**src/rtl/instr_prefetch_queue.sv**
```systemverilog
// Instruction prefetch queue: credit-limited, in-order fetch front-end between
// the PC and a variable-latency instruction memory.
//   Clk, Reset                 clock (rising edge), async active-low reset
//   imem_req_valid/ready/addr  fetch request channel (word-aligned address)
//   imem_rsp_valid/data        in-order response channel
//   redirect_valid/pc          taken branch/jump: flush queue, drop in-flight data
//   instr_valid/ready/instr/instr_pc  head of queue towards decode
//   queue_count                occupied queue entries
module instr_prefetch_queue #(
    parameter int unsigned     XLEN     = 32,
    parameter int unsigned     DEPTH    = 4,
    parameter logic [XLEN-1:0] RESET_PC = '0
) (
    input  logic                       Clk,
    input  logic                       Reset,
    output logic                       imem_req_valid,
    input  logic                       imem_req_ready,
    output logic [XLEN-1:0]            imem_req_addr,
    input  logic                       imem_rsp_valid,
    input  logic [31:0]                imem_rsp_data,
    input  logic                       redirect_valid,
    input  logic [XLEN-1:0]            redirect_pc,
    output logic                       instr_valid,
    input  logic                       instr_ready,
    output logic [31:0]                instr,
    output logic [XLEN-1:0]            instr_pc,
    output logic [$clog2(DEPTH+1)-1:0] queue_count
);

    localparam int unsigned AW = $clog2(DEPTH);
    localparam int unsigned CW = $clog2(DEPTH+1);
    localparam int unsigned SW = CW + 1;

    typedef enum logic [1:0] {BOOT, FETCH, FLUSH} state_t;

    state_t          state, state_nxt;
    logic [XLEN-1:0] pc;
    logic [CW-1:0]   outstanding, outstanding_nxt;
    logic [CW-1:0]   drop_cnt, drop_nxt;
    logic [CW-1:0]   count;
    logic [AW-1:0]   rd_ptr, wr_ptr;
    logic [AW-1:0]   rq_rd, rq_wr;
    logic [31:0]     q_data [DEPTH];
    logic [XLEN-1:0] q_pc   [DEPTH];
    logic [XLEN-1:0] rq_pc  [DEPTH];

    logic            accept, drop_rsp, enq, deq, credit_ok;
    logic [XLEN-1:0] redirect_target;

    // Event decode for this cycle
    assign redirect_target = redirect_pc & ~XLEN'(3);
    assign credit_ok       = ({1'b0, outstanding} + {1'b0, count}) < SW'(DEPTH);
    assign imem_req_valid  = (state != BOOT) & ~redirect_valid & credit_ok;
    assign imem_req_addr   = pc;
    assign accept          = imem_req_valid & imem_req_ready;
    assign drop_rsp        = imem_rsp_valid & (drop_cnt != '0);
    // A response arriving with a redirect is old-stream data: discard it uncounted
    assign enq             = imem_rsp_valid & ~redirect_valid & (drop_cnt == '0);
    assign deq             = instr_valid & instr_ready;
    assign outstanding_nxt = outstanding + CW'(accept) - CW'(imem_rsp_valid);

    assign instr_valid = (count != '0);
    assign instr       = q_data[rd_ptr];
    assign instr_pc    = q_pc[rd_ptr];
    assign queue_count = count;

    // Next-state and drop-count logic; after a redirect every owed response is stale
    always_comb begin
        state_nxt = state;
        drop_nxt  = drop_cnt - CW'(drop_rsp);
        if (redirect_valid) begin
            drop_nxt = outstanding_nxt;
        end
        case (state)
            BOOT:    state_nxt = FETCH;
            FETCH:   if (drop_nxt != '0) state_nxt = FLUSH;
            FLUSH:   if (drop_nxt == '0) state_nxt = FETCH;
            default: state_nxt = BOOT;
        endcase
    end

    // State, PC, credit counters and the two FIFOs
    always_ff @(posedge Clk or negedge Reset) begin
        if (!Reset) begin
            state       <= BOOT;
            pc          <= RESET_PC;
            outstanding <= '0;
            drop_cnt    <= '0;
            count       <= '0;
            rd_ptr      <= '0;
            wr_ptr      <= '0;
            rq_rd       <= '0;
            rq_wr       <= '0;
            for (int i = 0; i < int'(DEPTH); i++) begin
                q_data[i] <= '0;
                q_pc[i]   <= '0;
                rq_pc[i]  <= '0;
            end
        end else begin
            state       <= state_nxt;
            outstanding <= outstanding_nxt;
            drop_cnt    <= drop_nxt;

            if (redirect_valid) begin
                pc <= redirect_target;
            end else if (accept) begin
                pc <= pc + XLEN'(4);
            end

            // Request-PC FIFO tracks every outstanding request, stale or live
            if (accept) begin
                rq_pc[rq_wr] <= pc;
                rq_wr        <= rq_wr + AW'(1);
            end
            if (imem_rsp_valid) begin
                rq_rd <= rq_rd + AW'(1);
            end

            if (redirect_valid) begin
                count  <= '0;
                rd_ptr <= '0;
                wr_ptr <= '0;
            end else begin
                if (enq) begin
                    q_data[wr_ptr] <= imem_rsp_data;
                    q_pc[wr_ptr]   <= rq_pc[rq_rd];
                    wr_ptr         <= wr_ptr + AW'(1);
                end
                if (deq) begin
                    rd_ptr <= rd_ptr + AW'(1);
                end
                count <= count + CW'(enq) - CW'(deq);
            end
        end
    end

    a_no_overflow: assert property (@(posedge Clk) disable iff (!Reset)
        !(enq && (count == CW'(DEPTH))));
    a_rsp_owed: assert property (@(posedge Clk) disable iff (!Reset)
        imem_rsp_valid |-> (outstanding != '0));

endmodule
```
**config.mk**
```make
export PLATFORM = sky130hd
export DESIGN_NAME = instr_prefetch_queue
export DESIGN_NICKNAME = d
export VERILOG_FILES = /design/src/rtl/instr_prefetch_queue.sv
export SDC_FILE = /design/constraint.sdc
export NUM_CORES = 1
export LEC_CHECK = 0
export ABC_AREA = 0
export CAP_MARGIN = 20
export CORE_MARGIN = 2
export CORE_UTILIZATION = 40
export DETAILED_ROUTE_END_ITERATION = 10
export SLEW_MARGIN = 20
export SYNTH_ARGS = -nofsm -noshare
export SYNTH_HDL_FRONTEND = slang
export SYNTH_SLANG_ARGS = --single-unit
```
**constraint.sdc**
```tcl
create_clock -name Clk -period 10.19 [get_ports Clk]
set_clock_uncertainty 0.1 [all_clocks]
set_input_delay 2.5475 -clock Clk [delete_from_list [all_inputs] [get_ports Clk]]
set_output_delay 2.5475 -clock Clk [all_outputs]
set_load 0.1 [all_outputs]
```
* Yosys cells after proc, flatten, opt, wreduce, memory -nomap -nowiden
Cells that the tools add are included.
** Storage, ports and cells
- Memory bits (writable) :: 0
- Input bits :: 70
- Latch bits :: 0
- Register bits after elaboration :: 435
- Memories :: 0
- Logic and storage cells :: 96
- Output and inout bits :: 101
- Bits in read-only memories :: 0
** Cells by class
- Shift operators :: 0
- Eq/ne operators :: 4
- Multiplexer cells :: 27
- $add $sub $neg :: 11
- Reduce and logical (&&, ||, !) cells :: 14
- Multiply operators :: 0
- $lt $le $gt $ge :: 7
- Bitwise logic cells :: 12
- Divide/modulo/power cells :: 0
** Operator list (number)
- 128-bit bitwise mux :: 3
- 32-bit 2-to-1 mux :: 10
- 32-bit binary-select mux with 2-bit select :: 3
- 32-bit demux with 2-bit select :: 2
- 32-bit by 3-bit adder with 32-bit output, second input constant :: 1
- 3-bit >= comparator, second input constant :: 4
- 2-bit 2-to-1 mux :: 6
- 2-bit NOT with 3-bit output :: 4
- 3-bit nonzero test :: 3
- 3-bit by 1-bit subtractor with 3-bit output :: 3
- 2-bit by 1-bit adder with 2-bit output, second input constant :: 4
- 2-bit nonzero test :: 4
- 1-bit bitwise AND :: 7
- 3-bit by 1-bit adder with 3-bit output :: 2
- 3-bit logical NOT :: 2
- 3-bit by 1-bit < comparator with 1-bit output, second input constant :: 2
- 3-bit 2-to-1 mux :: 2
- 2-bit one-hot mux with 3 select lines :: 1
- 3-bit by 3-bit adder with 4-bit output :: 1
- 4-bit by 3-bit < comparator with 1-bit output, second input constant :: 1
- 2-bit != test, second input constant :: 2
- 2-bit AND reduction :: 2
- 2-bit by 1-bit equality test with 1-bit output, second input constant :: 1
- 2-bit equality test, second input constant :: 1
- other kinds (3) :: 4

* Longest topological paths before layout
Gate-level depths: netlist of the first run.
- Word-level depth :: 10
- Mapped depth :: 15
- Gate-level depth less buffers :: 14

* Worst setup path after synthesis of the first run
Ideal clock, no wire load.
- Kind :: input-to-output
- From :: input redirect_valid
- To :: output imem_req_valid
- Data required time :: 7.543 ns
- Buffers on the path :: 0
- Arrival :: 3.546 ns
- Cell stages on the path :: 2
- Path slack :: 3.997 ns
- Cell sequence :: nor4_2 -> o211a_1
** Between the ends
- Cells in the longest elaborated chain, start to end :: 3
** RTL lines
- start: declaration :: RTL line 21 : input logic redirect_valid,
- 1-bit NOT (no line)
- 1-bit bitwise AND (2 in series) :: RTL line 53 : assign imem_req_valid = (state != BOOT) & ~redirect_valid & credit_ok;
- end: declaration :: RTL line 16 : output logic imem_req_valid,
Every way passes these cells.

* Worst setup path in the final report of the first run
Ends and elaborated chain as after synthesis.

==> results of run 1 <==
[path summary, 6_finish.rpt]
path                                 from        endpoint  slack [ps]  cells past startpoint
max                        redirect_valid  imem_req_valid        2930                      5
min                             rq_pc[95]       rq_pc[95]         380                      2
max reg2reg                queue_count[2]        state[0]        5770                     14
min reg2reg                     rq_pc[95]       rq_pc[95]         380                      2
max in group asynchronous           Reset        q_pc[72]        6680                      2
min in group asynchronous           Reset      q_data[72]        1860                      1
[through the flow]
stage | utilization | setup WS [ps] | instances | hold slack, ps
after global routing | 0.483 | 2820 | 2046 | 398
after detailed placement | 0.450 | 2930 | 1962 | 367
after CTS | 0.483 | 2920 | 2046 | 379
after global placement | 0.450 | 2930 | 1962 | 356
after floorplan | - | 4000 | 1267 | 344
final | 0.483 | 2930 | 2046 | 378
[report_power, final]
part / leakage [nW] / switching (W) / internal (W)
logic: 3.96 / 0.00186 / 0.00101
registers: 5.55 / 0.000303 / 0.00209
clock network: 0.756 / 0.000694 / 0.000965
[synth_stat cells (2+ instances only)]
master	count	area, µm²
sky130_fd_sc_hd__nand2_1	79	297
sky130_fd_sc_hd__nand4_1	7	43.8
sky130_fd_sc_hd__dfrtp_1	417	10400
sky130_fd_sc_hd__nor4_1	2	12.5
sky130_fd_sc_hd__clkbuf_1	50	188
sky130_fd_sc_hd__inv_1	23	86.3
sky130_fd_sc_hd__buf_2	27	135
sky130_fd_sc_hd__fa_1	2	40.0
sky130_fd_sc_hd__buf_6	3	33.8
sky130_fd_sc_hd__a221o_1	3	30.0
sky130_fd_sc_hd__nor2b_1	4	25.0
sky130_fd_sc_hd__buf_1	3	11.3
sky130_fd_sc_hd__a32oi_1	2	17.5
sky130_fd_sc_hd__and3_1	5	31.3
sky130_fd_sc_hd__and4_1	2	17.5
sky130_fd_sc_hd__mux4_2	92	2070
sky130_fd_sc_hd__mux2i_1	2	20.0
sky130_fd_sc_hd__ha_1	17	213
sky130_fd_sc_hd__a21oi_1	5	25.0
sky130_fd_sc_hd__mux2_2	321	3610
sky130_fd_sc_hd__o211ai_1	3	22.5
sky130_fd_sc_hd__or3_1	3	18.8
sky130_fd_sc_hd__a31oi_1	8	50.1
sky130_fd_sc_hd__nor3_1	6	30.0
sky130_fd_sc_hd__a22oi_1	4	30.0
sky130_fd_sc_hd__or4_1	2	15.0
sky130_fd_sc_hd__a21o_1	3	22.5
sky130_fd_sc_hd__buf_4	8	60.1
sky130_fd_sc_hd__a211o_1	3	26.3
sky130_fd_sc_hd__nor2_1	20	75.1
sky130_fd_sc_hd__mux2_1	16	180
sky130_fd_sc_hd__xor2_1	3	26.3
sky130_fd_sc_hd__a311oi_1	2	17.5
sky130_fd_sc_hd__nand3_1	22	110
sky130_fd_sc_hd__o311ai_0	11	96.3
sky130_fd_sc_hd__o21ai_0	52	260
sky130_fd_sc_hd__xnor2_1	9	78.8
sky130_fd_sc_hd__and2_1	3	18.8
[sequential cells by signal, indices dropped and copies added, names as in the netlist]
| signal | count |
|---|---|
| rq_pc | 120 |
| outstanding | 3 |
| rq_rd | 2 |
| queue_count | 3 |
| rq_wr | 2 |
| q_pc | 120 |
| wr_ptr | 2 |
| imem_req_addr | 30 |
| state | 2 |
| q_data | 128 |
| rd_ptr | 2 |
| drop_cnt | 3 |
[area by class of cell]
| cell class | count | area, µm² |
|---|---|---|
| fillers | 4025 | 23900 |
| repair buffers | 180 | 1790 |
| well taps | 607 | 759 |
| multi-input cells | 734 | 7750 |
| inverters | 24 | 90.1 |
| clock inverters | 13 | 159 |
| clock buffers | 71 | 1380 |
| flip-flops and latches | 417 | 10400 |
[layer usage]
metal	up-vias	routed length, µm
met2	261	19500
met4	0	737
met1	5797	19400
met3	56	2220
li1	4940	-
met5	-	0
[cells by family after synthesis]
| family | count (synthesis) | synth area share |
|---|---|---|
| AO/OA/AOI/OAI | 105 | 0.0363 |
| XOR/XNOR | 12 | 0.00563 |
| adder cells (fa/ha/maj) | 20 | 0.0141 |
| buffers and inverters | 116 | 0.0280 |
| flip-flops | 417 | 0.559 |
| multiplexers | 431 | 0.315 |
| other | 1 | 0.000201 |
| AND/OR/NAND/NOR | 162 | 0.0414 |
[worst max-delay path, delay by kind of cell]
family	cells	cell delay, ps
compound gates	1	190
buf+inv	3	1510
simple gates	1	350
==> flow_metrics.tcl, run 1 <==
set metrics [dict create \
    status "completed" \
    crit_path_max_fanout 49 \
    setup.worst_path.start_class "input pin" \
    groute.layer.met2.usage 0.284 \
    cp.arrival_ps 4620 \
    floorplan.rows 79 \
    finalMaxSlewViolations 0 \
    slowest_stage "sky130_fd_sc_hd__clkdlybuf4s50_1" \
    mostFrequentLayoutCell "sky130_fd_sc_hd__dfrtp_1" \
    worst_skew_pair.late_latency_ps 610 \
    placedInstanceArea_um2 20800 \
    global_placement_routability_congestion 0.780 \
    design.final.nets 1493 \
    timing.critical_path.to_type "primary output" \
    pwr_density_cell_nw_per_um2 309 \
    num_io_pins 171 \
    cts_tree "built" \
    postRouteWirelength_mm 41.9 \
    drtIter0Drc 539 \
    power.static_leakage_nw 10.3 \
    antenna_found_initial 0 \
    global_route.peak_usage_layer "met2" \
    mappedNetlistArea_um2 18700 \
    worst_ir_drop_vdd_uv 336 \
    tns_ps 0 \
    final_cell_mix "414 x sky130_fd_sc_hd__dfrtp_1, 321 x sky130_fd_sc_hd__mux2_2, 162 x sky130_fd_sc_hd__clkdlybuf4s50_1, 92 x sky130_fd_sc_hd__mux4_2, 75 x sky130_fd_sc_hd__nand2_1" \
    synth.yosys.seq_area_share 0.559 \
    h-tree-depth 2 \
    synth-seq-cells 417 \
    dpl.hpwl_mm 25.3 \
    syn_avg_cell_area_um2 14.8 \
    power.total_w 0.00692 \
    grt.met3_usage 0.0392 \
    post_cts_resized 0 \
    core_region_area_um2 46300 \
    top_reg_cell_synth "sky130_fd_sc_hd__dfrtp_1" \
    min_period_over_period 0.713 \
    detail_route.vias_per_cell 5.40 \
    finalHoldViolations 0 \
    cp.required_ps 7540 \
    timing.hold.worst.class "reg -> reg" \
    period_minus_slack_ps 7260 \
    max-slew-margin-rel 0.275 \
    drv_cap 0 \
    synth_cell_types 58 \
    detailroute.via_count 11054 \
    via_count_of_the_first_global_routing_pass 11845 \
    synth-async-reset-ratio 1.00 \
    clock.fmax_mhz 138 \
    drt_pass1_iterations 5 \
    initial_utilization 0.403 \
    cts_hold_buffers 0 \
    die_h_um 220 \
    slowest_stage_delay_on_critical_path_ps 1130 \
    cts.path.max_buffers 3 \
    grt_max_degree 175 \
    postRouteAntennaNets 0 \
    critical_path_class "in -> out" \
    fp.dieArea_um2 48400 \
    post-cts-setup-buffer-count 0 \
    final_instance_area_um2 22400 \
    area.growth.synth_to_final_pct 19.8 \
    cts_root_buffer "sky130_fd_sc_hd__clkbuf_16" \
    detail_route.drc_violations 0 \
    tritoncts.num_buffers 47 \
    max_slew.worst_pin.slew_ps 1080 \
    port_buffers 164 \
    cts.sink_count 417 \
    grt_pass1_wl_mm 67.6 \
    ys_warn_count 0 \
    postSynthCellCount 1264 \
    grt_setup_unrepaired "false" \
    met1_usage 0.252 \
    globalRouteTotalUtil 0.179 \
    synth_edf_count 0 \
    diodes 0 \
    routed_wire_length_per_instance_um 20.5 \
    report.final.setup_viol 0 \
    timing.critical_path.cells "buf_2 -> buf_4 -> nor4_2 -> o211a_1 -> clkdlybuf4s50_1" \
    path_clk_slew_ps 50 \
    overflow 0 \
    die_w_um 220 \
    post_route_cells_drive_above_1_share 0.359 \
]
(Power assumes the default switching activity.)
==> inputs of run 2 (changes only) <==
Clock period 10.19 ns to 5.95 ns, I/O delays scaled along.
==> flow_metrics.tcl, run 2 (synthesis gave the netlist of run 1 again) <==
set metrics [dict create \
    final_cell_mix "414 x sky130_fd_sc_hd__dfrtp_1, 321 x sky130_fd_sc_hd__mux2_2, 161 x sky130_fd_sc_hd__clkdlybuf4s50_1, 92 x sky130_fd_sc_hd__mux4_2, 75 x sky130_fd_sc_hd__nand2_1" \
    fp.dieArea_um2 48400 \
    die_h_um 220 \
    reg_to_reg_end "state[0]" \
    worst_skew_pair.late_latency_ps 570 \
    power.static_leakage_nw 10.3 \
    postRouteWirelength_mm 42.1 \
    max_slew.worst_pin.slew_ps 1090 \
    area.growth.synth_to_final_pct 20.2 \
    post_cts_resized 0 \
    post-cts-setup-buffer-count 0 \
    floorplan.rows 79 \
    path_clk_slew_ps 60 \
    status "completed" \
    rrSetupSlack_ps 2410 \
    die_w_um 220 \
    final_cell_count_no_fill 2052 \
    drv_cap 0 \
    cts.sink_count 417 \
    initial_utilization 0.403 \
    core_region_area_um2 46300 \
    grt_setup_unrepaired "false" \
    crit_path_max_fanout 19 \
    min_period_over_period 0.816 \
    fill_cells 4037 \
    antenna_found_initial 0 \
    number_of_flip_flops_in_the_largest_register 128 \
    routed_wire_length_per_instance_um 20.5 \
    detailroute.via_count 11239 \
    worst_hold_slack_ps 380 \
    num_io_pins 171 \
    diodes 0 \
    design.final.nets 1498 \
    placed_cell_count 1968 \
    report.final.setup_viol 0 \
    final_instance_area_um2 22400 \
    detail_route.vias_per_cell 5.48 \
    timing.hold.worst.class "reg -> reg" \
    worst_ir_drop_vdd_uv 477 \
    ff2ff_path_depth 14 \
    drt_pass1_iterations 4 \
    global_placement_routability_congestion 0.762 \
    period_minus_slack_ps 4850 \
    regMostFlops "q_data" \
    crit-reg2reg-launch "queue_count[2]" \
    port_buffers 164 \
    grt_max_degree 118 \
    drtIter0Drc 563 \
    place_worst_setup_slack_ps 1560 \
    grt_pass1_wl_mm 67.8 \
    overflow 0 \
    setup.worst_path.start_class "register" \
    worstSetupStartpoint "rd_ptr[0]" \
    h-tree-depth 2 \
    finalMaxSlewViolations 0 \
    cts_tree "built" \
    critical_path_class "reg -> out" \
    dpl.hpwl_mm 25.8 \
    postRouteAntennaNets 0 \
    setup_slack_ps 1100 \
    post_route_cells_drive_above_1_share 0.363 \
    cp.required_ps 4360 \
    cts_root_buffer "sky130_fd_sc_hd__clkbuf_16" \
    finalHoldViolations 0 \
    detail_route.drc_violations 0 \
    clock.fmax_mhz 206 \
    cts_hold_buffers 0 \
    cp.arrival_ps 3270 \
    mostFrequentLayoutCell "sky130_fd_sc_hd__dfrtp_1" \
    timing.critical_path.to_type "primary output" \
    via_count_of_the_first_global_routing_pass 12183 \
    placedInstanceArea_um2 20900 \
    max-slew-margin-rel 0.274 \
    globalRouteTotalUtil 0.179 \
    critical_path.endpoint "instr_pc[21]" \
    tritoncts.num_buffers 46 \
    tns_ps 0 \
    pwr_density_cell_nw_per_um2 528 \
    largest_registers_ranked_by_flip_flop_count "q_data x128, q_pc x120, rq_pc x120" \
    cts.path.max_buffers 3 \
]
-- run 2: cell types whose count changed in the layout (fill, tap and decap cells not counted), moves of 2 or more --
cell / before / now
sky130_fd_sc_hd__clkbuf_16: 47 / 49
sky130_fd_sc_hd__buf_4: 14 / 17
sky130_fd_sc_hd__clkbuf_1: 13 / 11
sky130_fd_sc_hd__buf_12: 2 / 6
sky130_fd_sc_hd__clkbuf_8: 11 / 13
sky130_fd_sc_hd__clkinv_16: 2 / 0
-- run 2: layout make-up --
class / instances / area, µm² / share of cell area
flip-flops and latches: 417 / 10400 / 0.466
clock buffers: 73 / 1450 / 0.0645
multi-input cells: 734 / 7750 / 0.346
clock inverters: 11 / 61.3 / 0.00273
inverters: 24 / 90.1 / 0.00402
repair buffers: 186 / 1880 / 0.0838
well taps: 607 / 759 / 0.0339
-- run 2: layer usage --
metal / up-vias / wire (µm) / track usage
met2: 297 / 19800 / 0.288
met5: - / 0 / 0
met3: 66 / 2050 / 0.0320
li1: 4954 / - / -
met4: 0 / 858 / 0.0537
met1: 5922 / 19400 / 0.249
-- run 2: metrics by stage --
stage / util / total power (W)
3_3_place_gp: 0.452 / 0.00904
3_5_place_dp: 0.452 / 0.00914
6_report: 0.485 / 0.0118
2_1_floorplan: - / 0.00787
5_1_grt: 0.485 / 0.0124
4_1_cts: 0.485 / 0.0120
-- run 2: worst min-delay path by stage --
stage / start / to / slack [ps] / cells after the start
finish: rq_pc[109] / rq_pc[109] / 380 / 2
global route: rq_pc[55] / rq_pc[55] / 400 / 2
CTS: rq_pc[61] / rq_pc[61] / 380 / 2
detailed placement: rq_pc[63] / rq_pc[63] / 370 / 2
global placement: rq_pc[100] / rq_pc[100] / 360 / 2
floorplan: rq_pc[36] / rq_pc[36] / 340 / 2
-- run 2: worst max-delay path: stages (launching register included) --
cell and delay (ps):
sky130_fd_sc_hd__dfrtp_4 650, sky130_fd_sc_hd__buf_4 460, sky130_fd_sc_hd__mux4_2 580, sky130_fd_sc_hd__clkdlybuf4s50_1 990
-- run 2: power by group --
| group | switching, W | internal (W) | total (W) |
|---|---|---|---|
| clock network | 0.00114 | 0.00166 | 0.00280 |
| logic | 0.00321 | 0.00175 | 0.00495 |
| registers | 0.000513 | 0.00358 | 0.00409 |
